--- src/rtl/regbank_write_arbiter.sv ---
// Two-requester write arbiter in front of a small register bank.
// Arbitrates single-cycle writes from two requesters (round-robin on
// contention) and runs a bank-wide clear that zeroes every register.
//
// state | meaning
// IDLE  | waiting; a pending clear wins over both requesters
// GRANT | one write issued to the bank, winner acknowledged (lasts one cycle)
// CLEAR | writing zero to register `counter`, one register per cycle
module regbank_write_arbiter #(
   parameter int size_reg = 16,
   parameter int addr_reg = 2
) (
   input  logic                clock,
   input  logic                reset,
   input  logic                req_0,
   input  logic                req_1,
   input  logic [addr_reg-1:0] addr_0,
   input  logic [addr_reg-1:0] addr_1,
   input  logic [size_reg-1:0] data_0,
   input  logic [size_reg-1:0] data_1,
   output logic                ack_0,
   output logic                ack_1,
   input  logic                clear_req,
   output logic                clear_busy,
   output logic                clear_done,
   output logic                write_reg,
   output logic [addr_reg-1:0] end_write,
   output logic [size_reg-1:0] write_data
);

   typedef enum logic [1:0] {IDLE, GRANT, CLEAR} state_t;

   localparam logic [addr_reg-1:0] last_addr = '1;
   localparam logic [addr_reg-1:0] one_addr  = addr_reg'(1);

   state_t              state, state_nx;
   logic                clear_pending, pending_nx;
   logic                pointer, pointer_nx;
   logic [addr_reg-1:0] counter, counter_nx;
   logic                write_reg_nx, ack_0_nx, ack_1_nx;
   logic                clear_busy_nx, clear_done_nx;
   logic [addr_reg-1:0] end_write_nx;
   logic [size_reg-1:0] write_data_nx;
   logic                grant_1;

   // State, bookkeeping and all outputs are registered together.
   always_ff @(posedge clock or negedge reset) begin
      if (!reset) begin
         state         <= IDLE;
         clear_pending <= 1'b0;
         pointer       <= 1'b0;
         counter       <= '0;
         write_reg     <= 1'b0;
         end_write     <= '0;
         write_data    <= '0;
         ack_0         <= 1'b0;
         ack_1         <= 1'b0;
         clear_busy    <= 1'b0;
         clear_done    <= 1'b0;
      end else begin
         state         <= state_nx;
         clear_pending <= pending_nx;
         pointer       <= pointer_nx;
         counter       <= counter_nx;
         write_reg     <= write_reg_nx;
         end_write     <= end_write_nx;
         write_data    <= write_data_nx;
         ack_0         <= ack_0_nx;
         ack_1         <= ack_1_nx;
         clear_busy    <= clear_busy_nx;
         clear_done    <= clear_done_nx;
      end
   end

   // Next-state and next-output decode; pulses default low, data holds.
   always_comb begin
      state_nx      = state;
      pending_nx    = clear_pending | clear_req;
      pointer_nx    = pointer;
      counter_nx    = counter;
      write_reg_nx  = 1'b0;
      end_write_nx  = end_write;
      write_data_nx = write_data;
      ack_0_nx      = 1'b0;
      ack_1_nx      = 1'b0;
      clear_busy_nx = clear_busy;
      clear_done_nx = 1'b0;
      grant_1       = 1'b0;
      case (state)
         IDLE: begin
            if (clear_pending) begin
               // a clear_req on this same edge counts as a new request
               state_nx      = CLEAR;
               pending_nx    = clear_req;
               counter_nx    = '0;
               write_reg_nx  = 1'b1;
               end_write_nx  = '0;
               write_data_nx = '0;
               clear_busy_nx = 1'b1;
            end else if (req_0 || req_1) begin
               grant_1      = req_1 && (!req_0 || pointer);
               state_nx     = GRANT;
               write_reg_nx = 1'b1;
               if (grant_1) begin
                  end_write_nx  = addr_1;
                  write_data_nx = data_1;
                  ack_1_nx      = 1'b1;
                  pointer_nx    = 1'b0;
               end else begin
                  end_write_nx  = addr_0;
                  write_data_nx = data_0;
                  ack_0_nx      = 1'b1;
                  pointer_nx    = 1'b1;
               end
            end
         end
         GRANT: begin
            state_nx = IDLE;
         end
         CLEAR: begin
            if (counter == last_addr) begin
               state_nx      = IDLE;
               clear_busy_nx = 1'b0;
               clear_done_nx = 1'b1;
            end else begin
               counter_nx    = counter + one_addr;
               write_reg_nx  = 1'b1;
               end_write_nx  = counter + one_addr;
               write_data_nx = '0;
            end
         end
         default: begin
            state_nx = IDLE;
         end
      endcase
   end

endmodule

--- config.mk ---
export PLATFORM = sky130hd
export DESIGN_NAME = regbank_write_arbiter
export DESIGN_NICKNAME = d
export VERILOG_FILES = /design/src/rtl/regbank_write_arbiter.sv
export SDC_FILE = /design/constraint.sdc
export NUM_CORES = 1
export LEC_CHECK = 0
export CAP_MARGIN = 30
export CORE_MARGIN = 2
export CORE_UTILIZATION = 44
export CTS_BUF_LIST = sky130_fd_sc_hd__clkbuf_4 sky130_fd_sc_hd__clkbuf_8
export CTS_CLUSTER_SIZE = 25
export DETAILED_ROUTE_END_ITERATION = 16
export HOLD_SLACK_MARGIN = 0.05
export PLACE_DENSITY = 0.85
export SLEW_MARGIN = 10
export SYNTH_ARGS = -nofsm -noshare
export SYNTH_HDL_FRONTEND = slang
export SYNTH_SLANG_ARGS = --single-unit
--- constraint.sdc ---
create_clock -name clock -period 3.9 [get_ports clock]
set_clock_uncertainty 0.05 [all_clocks]
set_input_delay 1.17 -clock clock [delete_from_list [all_inputs] [get_ports clock]]
set_output_delay 1.17 -clock clock [all_outputs]
set_load 0.02 [all_outputs]
==> results of run 1 <==
==> metal layers <==
| layer | share of wire, % | up-vias | track usage [%] |
|---|---|---|---|
| met1 | 36 | 512 | 24.0 |
| met5 | 0 | - | 0 |
| li1 | - | 529 | - |
| met2 | 53 | 40 | 35.7 |
| met4 | 1.7 | 0 | 7.97 |
| met3 | 9.0 | 5 | 9.60 |
==> final cells by class <==
type                       instances  area (µm²)
clock buffer                       7        65.1
sequential                        29         726
timing repair buffer              67         661
inverter                           6        22.5
tap                               31        38.8
multi-input combinational         74         505
clock inverter                     1        5.00
fill                             216         734
==> power by group through the flow <==
stage / clock network (µW) / registers, µW / logic, µW
floorplan: 0 / 448 / 188
CTS: 214 / 406 / 398
finish: 208 / 405 / 394
detailed placement: 0 / 411 / 399
global placement: 0 / 409 / 382
global route: 231 / 415 / 432
==> stage by stage <==
stage / setup slack, ps / utilization, % / std cells / total power, µW
floorplan: 1630 / - / 115 / 636
global placement: 941 / 70.8 / 207 / 791
detailed placement: 854 / 70.8 / 207 / 810
CTS: 1220 / 73.4 / 215 / 1020
global route: 1150 / 73.4 / 215 / 1080
finish: 1190 / 73.4 / 215 / 1010
==> cells in the mapped netlist (all sizes together) <==
library cell / count / area (µm²)
mux2i: 17 / 170
o21ai: 22 / 110
nor2: 2 / 7.51
dlymetal6s2s: 1 / 12.5
ha: 1 / 12.5
o41ai: 1 / 16.3
nor4b: 1 / 8.76
dlygate4sd1: 1 / 8.76
buf: 4 / 27.5
mux2: 2 / 26.3
a221o: 1 / 10.0
nand2b: 1 / 6.26
or3: 1 / 6.26
nand2: 17 / 63.8
dfrtp: 29 / 726
and2: 2 / 12.5
a21oi: 3 / 18.8
a21o: 2 / 15.0
inv: 6 / 22.5
nor2b: 1 / 6.26
==> worst min-delay path: cells and delay by family (launching register included) <==
kind	cells	cell delay, ps
compound gates	1	60
flops	1	350
simple gates	1	50
==> final timing paths <==
kind | depth (start not counted) | from | end | slack [ps]
setup / recovery | 5 | req_0 | end_write[1] | 1190
hold / removal | 2 | write_data[15] | write_data[15] | 440
setup reg to reg | 6 | counter[0] | pointer | 1880
hold reg to reg | 2 | write_data[15] | write_data[15] | 440
max in group asynchronous | 2 | reset | write_data[0] | 2360
min in group asynchronous | 2 | reset | counter[1] | 1170
==> kinds of logic (layout without fill, tap and decap cells) <==
family | Yosys count | count (layout) | synth area share (%)
simple gates | 25 | 25 | 8.65
mux | 19 | 19 | 15.3
flops | 29 | 29 | 56.4
fa+ha+maj | 1 | 1 | 0.972
compound gates | 29 | 29 | 13.2
buf+inv | 12 | 81 | 5.54
==> impl_metrics.py, run 1 <==
metrics = {
    "outcome": {
        "outcome": "completed",
    },
    "sta": {
        "finalHoldViolCount": 0,
        "finalSetupTns_ps": 0,
        "slew_viol_final": 0,
        "whs_ps": 442,
        "fmax_mhz": 370,
        "maxSlewHeadroom_pct": 58.1,
        "fin_crit_ps": 2710,
        "finalSetupViolations": 0,
        "tightest_slew_ps": 627,
        "grt_setup_unrepaired": "false",
        "period_share_pct": 69.4,
    },
    "setup_path": {
        "critPathMaxFanout": 12,
        "crit_buf_inv": 2,
        "critPathRequiredTime_ps": 4070,
        "crit_type": "in -> reg",
        "cpPeakStageDelay_ps": 610,
        "crit_path_end_kind": "register",
        "critPathTopFamily": "compound AO/OA/AOI/OAI gates",
        "start_kind": "input pin",
        "arrival_ps": 2870,
        "cpMaxStageDelayCell": "o41ai_4",
        "path_cells": "clkdlybuf4s50_1 > o41ai_4 > buf_4 > nor2_1 > a221o_1",
    },
    "clock_network": {
        "cts_buffer_depth": 2,
        "clk_latency_ps": 330,
        "numCtsBuffers": 5,
        "post_cts_hold_buffer_count": 0,
        "clkSinkCount": 29,
        "cts-root-buf": "clkbuf_4",
        "clk_pin_slew_ps": 90,
        "cts_tree": "built",
        "post_cts_resized": 0,
        "cts.htree.levels": 2,
        "post_cts_buffers": 0,
    },
    "synth": {
        "synth_fp_nets": 157,
        "ys_seq_elements": 29,
        "netlist_instances": 115,
        "avgSynthCellArea_um2": 11.2,
        "ys_warn_count": 0,
        "synth_cell_types": 27,
        "seq_area_frac_synth_pct": 56.4,
        "synth.cell_area_um2": 1290,
    },
    "power": {
        "peakVddDrop_v": 0.000406,
        "pwr-share-comb_pct": 39.1,
        "switching_share_pct": 33.9,
        "cellLeakagePower_uw": 0.000948,
        "p_seq_share_pct": 40.2,
        "powerDensity_nw_per_um2": 498,
        "intPower_uw": 666,
        "p_clk_share_pct": 20.7,
        "p_sw_uw": 341,
    },
    "layout": {
        "stdcell_area_um2": 2020,
        "drive_gt1_share_pct": 9.78,
        "largest-register": "write_data",
        "antenna_cells": 0,
        "final_nets": 225,
        "largest_reg_flops": 16,
        "final_cell_mix": "clkdlybuf4s50_1 (63), dfrtp_1 (29), mux2i_1 (17), nand2_1 (17), o21ai_1 (17)",
        "mostFrequentLayoutCell": "clkdlybuf4s50_1",
        "area_delta_synth_final_pct": 57.1,
    },
    "floorplanning": {
        "coreArea_um2": 2760,
        "die-width_um": 58.1,
        "chipHeight_um": 58.1,
        "design.die.area_um2": 3380,
        "io_pins": 64,
        "rows": 19,
        "start_util_pct": 46.7,
    },
    "detailed_routing": {
        "drt-wirelength-per-cell_um": 14.7,
        "final_antenna_net_count": 0,
        "drtIter0Drc": 32,
        "num_vias": 1086,
        "viasPerCell": 5.05,
        "first_pass_iters": 4,
        "drt_wl_total_um": 3160,
        "drc": 0,
    },
    "global_route": {
        "antenna_found_initial": 0,
        "grt-ovfl-total": 0,
        "grt_pass1_wl_um": 5260,
        "grt_pass1_vias": 1189,
        "track_usage_pct": 21.4,
        "grt_max_degree": 30,
    },
    "place": {
        "place_congestion": 0.754,
        "numPortBuffers": 63,
        "dp_hpwl_um": 2420,
        "place_area_um2": 1950,
    },
    "flow_run": {
        "drv_cap": 0,
    },
    "min_path": {
        "hp-class": "reg -> reg",
    },
}
Note: power is estimated with default switching activity, not from simulation.
==> inputs of run 2 (changes only) <==
--- a/config.mk
+++ b/config.mk
@@ -7,12 +7,12 @@
 export LEC_CHECK = 0
 export CAP_MARGIN = 30
 export CORE_MARGIN = 2
-export CORE_UTILIZATION = 44
+export CORE_UTILIZATION = 41
 export CTS_BUF_LIST = sky130_fd_sc_hd__clkbuf_4 sky130_fd_sc_hd__clkbuf_8
 export CTS_CLUSTER_SIZE = 25
 export DETAILED_ROUTE_END_ITERATION = 16
 export HOLD_SLACK_MARGIN = 0.05
-export PLACE_DENSITY = 0.85
+export PLACE_DENSITY = 0.8
 export SLEW_MARGIN = 10
 export SYNTH_ARGS = -nofsm -noshare
 export SYNTH_HDL_FRONTEND = slang
==> constraint.sdc (replaced) <==
create_clock -name clock -period 2.7 [get_ports clock]
set_clock_uncertainty 0.05 [all_clocks]
set_input_delay 0.81 -clock clock [delete_from_list [all_inputs] [get_ports clock]]
set_output_delay 0.81 -clock clock [all_outputs]
set_load 0.02 [all_outputs]
==> run 2 against run 1 <==
Sequential power grew 44%. Flip-flop and latch count is the same. Sequential share of layout area shrank 0.61 points. Largest power group unchanged. Clock power grew 78%. Die area grew 6.8%. Total power grew 52%. Critical path depth shrank 4. Global-route usage shrank 3.4 points. Setup slack lost 650 ps. Cell count grew 6.0%. Design area grew 1.7%. Core utilization shrank 5.4 points.
==> impl_metrics.py, run 2 (synthesis results as in run 1) <==
metrics = {
    "floorplanning": {
        "design.die.area_um2": 3600,
        "rows": 20,
        "chipHeight_um": 60.0,
        "die-width_um": 60.0,
        "io_pins": 64,
        "coreArea_um2": 3030,
        "start_util_pct": 42.5,
    },
    "setup_path": {
        "crit_buf_inv": 1,
        "start_kind": "register",
        "critPathTopFamily": "buffers and inverters",
        "critPathMaxFanout": 2,
        "path_cells": "clkdlybuf4s50_1",
        "crit_type": "reg -> out",
        "critPathRequiredTime_ps": 1840,
        "cpMaxStageDelayCell": "clkdlybuf4s50_1",
        "reg2reg_setup_slack_ps": 790,
        "arrival_ps": 1300,
        "crit_path_end_kind": "primary output",
        "cpPeakStageDelay_ps": 620,
    },
    "power": {
        "cellLeakagePower_uw": 0.000955,
        "switching_share_pct": 31.9,
        "p_sw_uw": 489,
        "intPower_uw": 1040,
        "p_clk_share_pct": 24.2,
        "pwr-share-comb_pct": 37.6,
        "powerDensity_nw_per_um2": 744,
        "peakVddDrop_v": 0.000334,
        "p_seq_share_pct": 38.2,
    },
    "detailed_routing": {
        "drc": 0,
        "final_antenna_net_count": 0,
        "first_pass_iters": 4,
        "drtIter0Drc": 24,
        "drt_wl_total_um": 3010,
        "drt-wirelength-per-cell_um": 13.2,
        "viasPerCell": 4.82,
        "num_vias": 1099,
    },
    "layout": {
        "mostFrequentLayoutCell": "clkdlybuf4s50_1",
        "final_core_util_pct": 68.0,
        "largest_reg_flops": 16,
        "area_delta_synth_final_pct": 59.9,
        "final_cell_mix": "clkdlybuf4s50_1 (63), dfrtp_1 (29), mux2i_1 (17), nand2_1 (17), o21ai_1 (17)",
        "largest-register": "write_data",
        "final_nets": 225,
        "antenna_cells": 0,
        "drive_gt1_share_pct": 9.78,
    },
    "clock_network": {
        "clk_pin_slew_ps": 90,
        "cts_buffer_depth": 2,
        "clk_latency_ps": 310,
        "numCtsBuffers": 5,
        "clkSinkCount": 29,
        "cts_tree": "built",
        "post_cts_buffers": 0,
        "cts.htree.levels": 2,
        "cts-root-buf": "clkbuf_4",
        "post_cts_hold_buffer_count": 0,
        "post_cts_resized": 0,
    },
    "sta": {
        "period_share_pct": 79.8,
        "whs_ps": 440,
        "slew_viol_final": 0,
        "tightest_slew_ps": 436,
        "maxSlewHeadroom_pct": 70.5,
        "fin_crit_ps": 2160,
        "finalSetupTns_ps": 0,
        "finalHoldViolCount": 0,
        "finalSetupViolations": 0,
        "fmax_mhz": 464,
        "grt_setup_unrepaired": "false",
    },
    "flow_run": {
        "drv_cap": 0,
    },
    "global_route": {
        "track_usage_pct": 18.0,
        "antenna_found_initial": 0,
        "grt_max_degree": 30,
        "grt-ovfl-total": 0,
        "grt_pass1_wl_um": 4710,
        "grt_pass1_vias": 1093,
    },
    "place": {
        "numPortBuffers": 63,
        "place_congestion": 0.793,
        "dp_hpwl_um": 2280,
    },
    "min_path": {
        "hp-class": "reg -> reg",
    },
    "outcome": {
        "outcome": "completed",
    },
}
==> run 2: changes by cell type in the layout (fill, tap and decap cells not counted), sizes merged <==
cell,previous run,this run
bufinv,0,1
clkinv,1,0
==> run 2: area by class of cell <==
type	count	area (µm²)
timing repair buffer	67	661
tap	44	55.1
clock inverter	1	30.0
clock buffer	7	58.8
inverter	6	22.5
fill	236	970
multi-input combinational	74	505
sequential	29	726
==> run 2: final timing paths <==
| kind | to | depth (start not counted) | startpoint |
|---|---|---|---|
| min in group asynchronous | ack_0 | 2 | reset |
| worst min register to register | write_data[10] | 2 | write_data[10] |
| worst min-delay path | write_data[10] | 2 | write_data[10] |
| worst max register to register | pointer | 6 | counter[0] |
| max in group asynchronous | clear_done | 2 | reset |
| worst max-delay path | end_write[1] | 1 | end_write[1] |
==> run 2: per-layer routing <==
layer,share of wire (%),vias to the layer above,GRT usage [%],wire [µm]
met4,1.3,0,7.62,38
met5,0,-,0,0
met1,40,535,19.9,1210
met3,4.6,4,3.90,139
li1,-,531,-,-
met2,54,29,32.8,1630
==> run 2: power by group through the flow <==
stage | Combinational [µW] | Clock (µW) | Sequential (µW)
after global placement | 562 | 0 | 591
final | 576 | 370 | 585
after floorplan | 272 | 0 | 647
after detailed placement | 580 | 0 | 594
after global routing | 623 | 402 | 596
after CTS | 582 | 380 | 585
==> run 2: through the flow <==
| stage | cell area, µm² | power [µW] | instances | setup slack (ps) |
|---|---|---|---|---|
| 2_1_floorplan | 1290 | 919 | 115 | 786 |
| 3_3_place_gp | 1970 | 1150 | 220 | 290 |
| 3_5_place_dp | 1970 | 1170 | 220 | 255 |
| 4_1_cts | 2060 | 1550 | 228 | 529 |
| 5_1_grt | 2060 | 1620 | 228 | 461 |
| 6_report | 2060 | 1530 | 228 | 544 |
==> inputs of run 3 (changes only) <==
==> constraint.sdc (replaced) <==
create_clock -name clock -period 2 [get_ports clock]
set_clock_uncertainty 0.05 [all_clocks]
set_input_delay 0.6 -clock clock [delete_from_list [all_inputs] [get_ports clock]]
set_output_delay 0.6 -clock clock [all_outputs]
set_load 0.02 [all_outputs]
==> run 3 against run 2 <==
Non-clock buffer count rose by 3. Global-route usage increased by 1.2 points. Via count is 2.2% higher. Combinational power increased by 37%.
==> impl_metrics.py, run 3 (synthesis results as in run 1) <==
metrics = {
    "detailed_routing": {
        "drtIter0Drc": 33,
        "drt_wl_total_um": 3240,
        "viasPerCell": 4.86,
        "first_pass_iters": 4,
        "drc": 0,
        "num_vias": 1123,
        "final_antenna_net_count": 0,
        "drt-wirelength-per-cell_um": 14.0,
    },
    "min_path": {
        "min_to": "counter[1]",
        "hold_path_startpoint": "counter[1]",
        "min_path_cells": 1,
        "hp-class": "reg -> reg",
    },
    "place": {
        "numPortBuffers": 63,
        "dp_hpwl_um": 2450,
        "place_congestion": 0.737,
        "post-place-ws_ps": -216,
    },
    "layout": {
        "final_cell_mix": "clkdlybuf4s50_1 (59), dfrtp_1 (29), mux2i_1 (17), nand2_1 (17), o21ai_1 (17)",
        "drive_gt1_share_pct": 11.2,
        "mostFrequentLayoutCell": "clkdlybuf4s50_1",
        "final_nets": 228,
        "antenna_cells": 0,
        "largest_reg_flops": 16,
        "area_delta_synth_final_pct": 60.9,
        "largest-register": "write_data",
    },
    "sta": {
        "finalSetupTns_ps": 0,
        "tightest_slew_ps": 409,
        "finalSetupViolations": 0,
        "finalHoldViolCount": 0,
        "whs_ps": 441,
        "grt_setup_unrepaired": "false",
        "fmax_mhz": 511,
        "finalWorstSetupSlack_ps": 42.8,
        "fin_crit_ps": 1960,
        "slew_viol_final": 0,
        "period_share_pct": 97.9,
        "maxSlewHeadroom_pct": 72.3,
    },
    "floorplanning": {
        "chipHeight_um": 60.0,
        "coreArea_um2": 3030,
        "start_util_pct": 42.5,
        "die-width_um": 60.0,
        "design.die.area_um2": 3600,
        "io_pins": 64,
        "rows": 20,
    },
    "setup_path": {
        "critPathRequiredTime_ps": 1350,
        "crit_buf_inv": 1,
        "cpPeakStageDelay_ps": 610,
        "critPathMaxFanout": 2,
        "crit_type": "reg -> out",
        "cpMaxStageDelayCell": "clkdlybuf4s50_1",
        "crit_path_end_kind": "primary output",
        "path_cells": "clkdlybuf4s50_1",
        "arrival_ps": 1310,
        "r2r_end": "pointer",
        "start_kind": "register",
        "rr_startpoint": "counter[0]",
        "critPathTopFamily": "buffers and inverters",
        "rr_worst_depth": 6,
        "reg2reg_setup_slack_ps": 100,
    },
    "global_route": {
        "grt_pass1_vias": 1125,
        "grt_pass1_wl_um": 4860,
        "grt-ovfl-total": 0,
        "grt_max_degree": 30,
        "track_usage_pct": 19.1,
        "antenna_found_initial": 0,
    },
    "clock_network": {
        "numCtsBuffers": 5,
        "cts_buffer_depth": 2,
        "clk_pin_slew_ps": 90,
        "cts_tree": "built",
        "cts.htree.levels": 2,
        "clk_latency_ps": 330,
        "post_cts_hold_buffer_count": 0,
        "cts-root-buf": "clkbuf_4",
        "clkSinkCount": 29,
    },
    "power": {
        "powerDensity_nw_per_um2": 958,
        "peakVddDrop_v": 0.000626,
        "cellLeakagePower_uw": 0.00102,
    },
    "outcome": {
        "outcome": "completed",
    },
    "flow_run": {
        "drv_cap": 0,
    },
}
## run 3: changes by cell type in the layout (fill, tap and decap cells not counted), sizes merged
| cell | change |
|---|---|
| clkdlybuf4s50 | -4 |
| dlymetal6s2s | +4 |
| buf | +3 |
| bufinv | -1 |
| clkinv | +1 |
## run 3: worst max path at each step
stage / startpoint / to / slack [ps] / depth (start not counted)
after floorplan: counter[0] / pointer / 150 / 7
after CTS: write_data[2] / write_data[2] / 0.3 / 1
after global routing: write_data[6] / write_data[6] / 0.7 / 1
after global placement: req_0 / end_write[1] / -160 / 5
after detailed placement: req_0 / write_data[1] / -220 / 6
final: write_data[1] / write_data[1] / 40 / 1
## run 3: report_power, final
group	switching (µW)	total (µW)	leakage, µW	internal (µW)
Sequential	85.5	792	0.000379	706
Clock	199	403	0.0000413	203
Combinational	389	789	0.000599	400
Total	674	1980	0.00102	1310
## run 3: timing repair
| action | in CTS | in global routing |
|---|---|---|
| setup buffers | 0 | 0 |
| setup endpoints to repair | 0 | 4 |
| gates resized for setup | 0 | 4 |
## run 3: final cells by class
class                      count  area (µm²)
fill                         220         956
inverter                       6        22.5
clock inverter                 1        5.00
clock buffer                   7        65.1
sequential                    29         726
timing repair buffer          70         693
multi-input combinational     74         505
tap                           44        55.1
## run 3: per-layer routing
metal  global-route usage [%]  vias up  share of wire, %
met5                        0        -                 0
li1                         -      533                 -
met3                     4.11        6               4.8
met2                     34.0       38                55
met1                     21.0      546                38
met4                     10.5        0               2.0
## run 3: metrics by stage
step	cells	utilization, %	area, µm²	power (µW)
finish	231	68.4	2070	1980
detailed placement	223	65.8	1990	1610
global route	231	68.4	2070	2100
CTS	231	68.1	2060	2020
global placement	223	65.8	1990	1580
floorplan	115	-	1290	1240
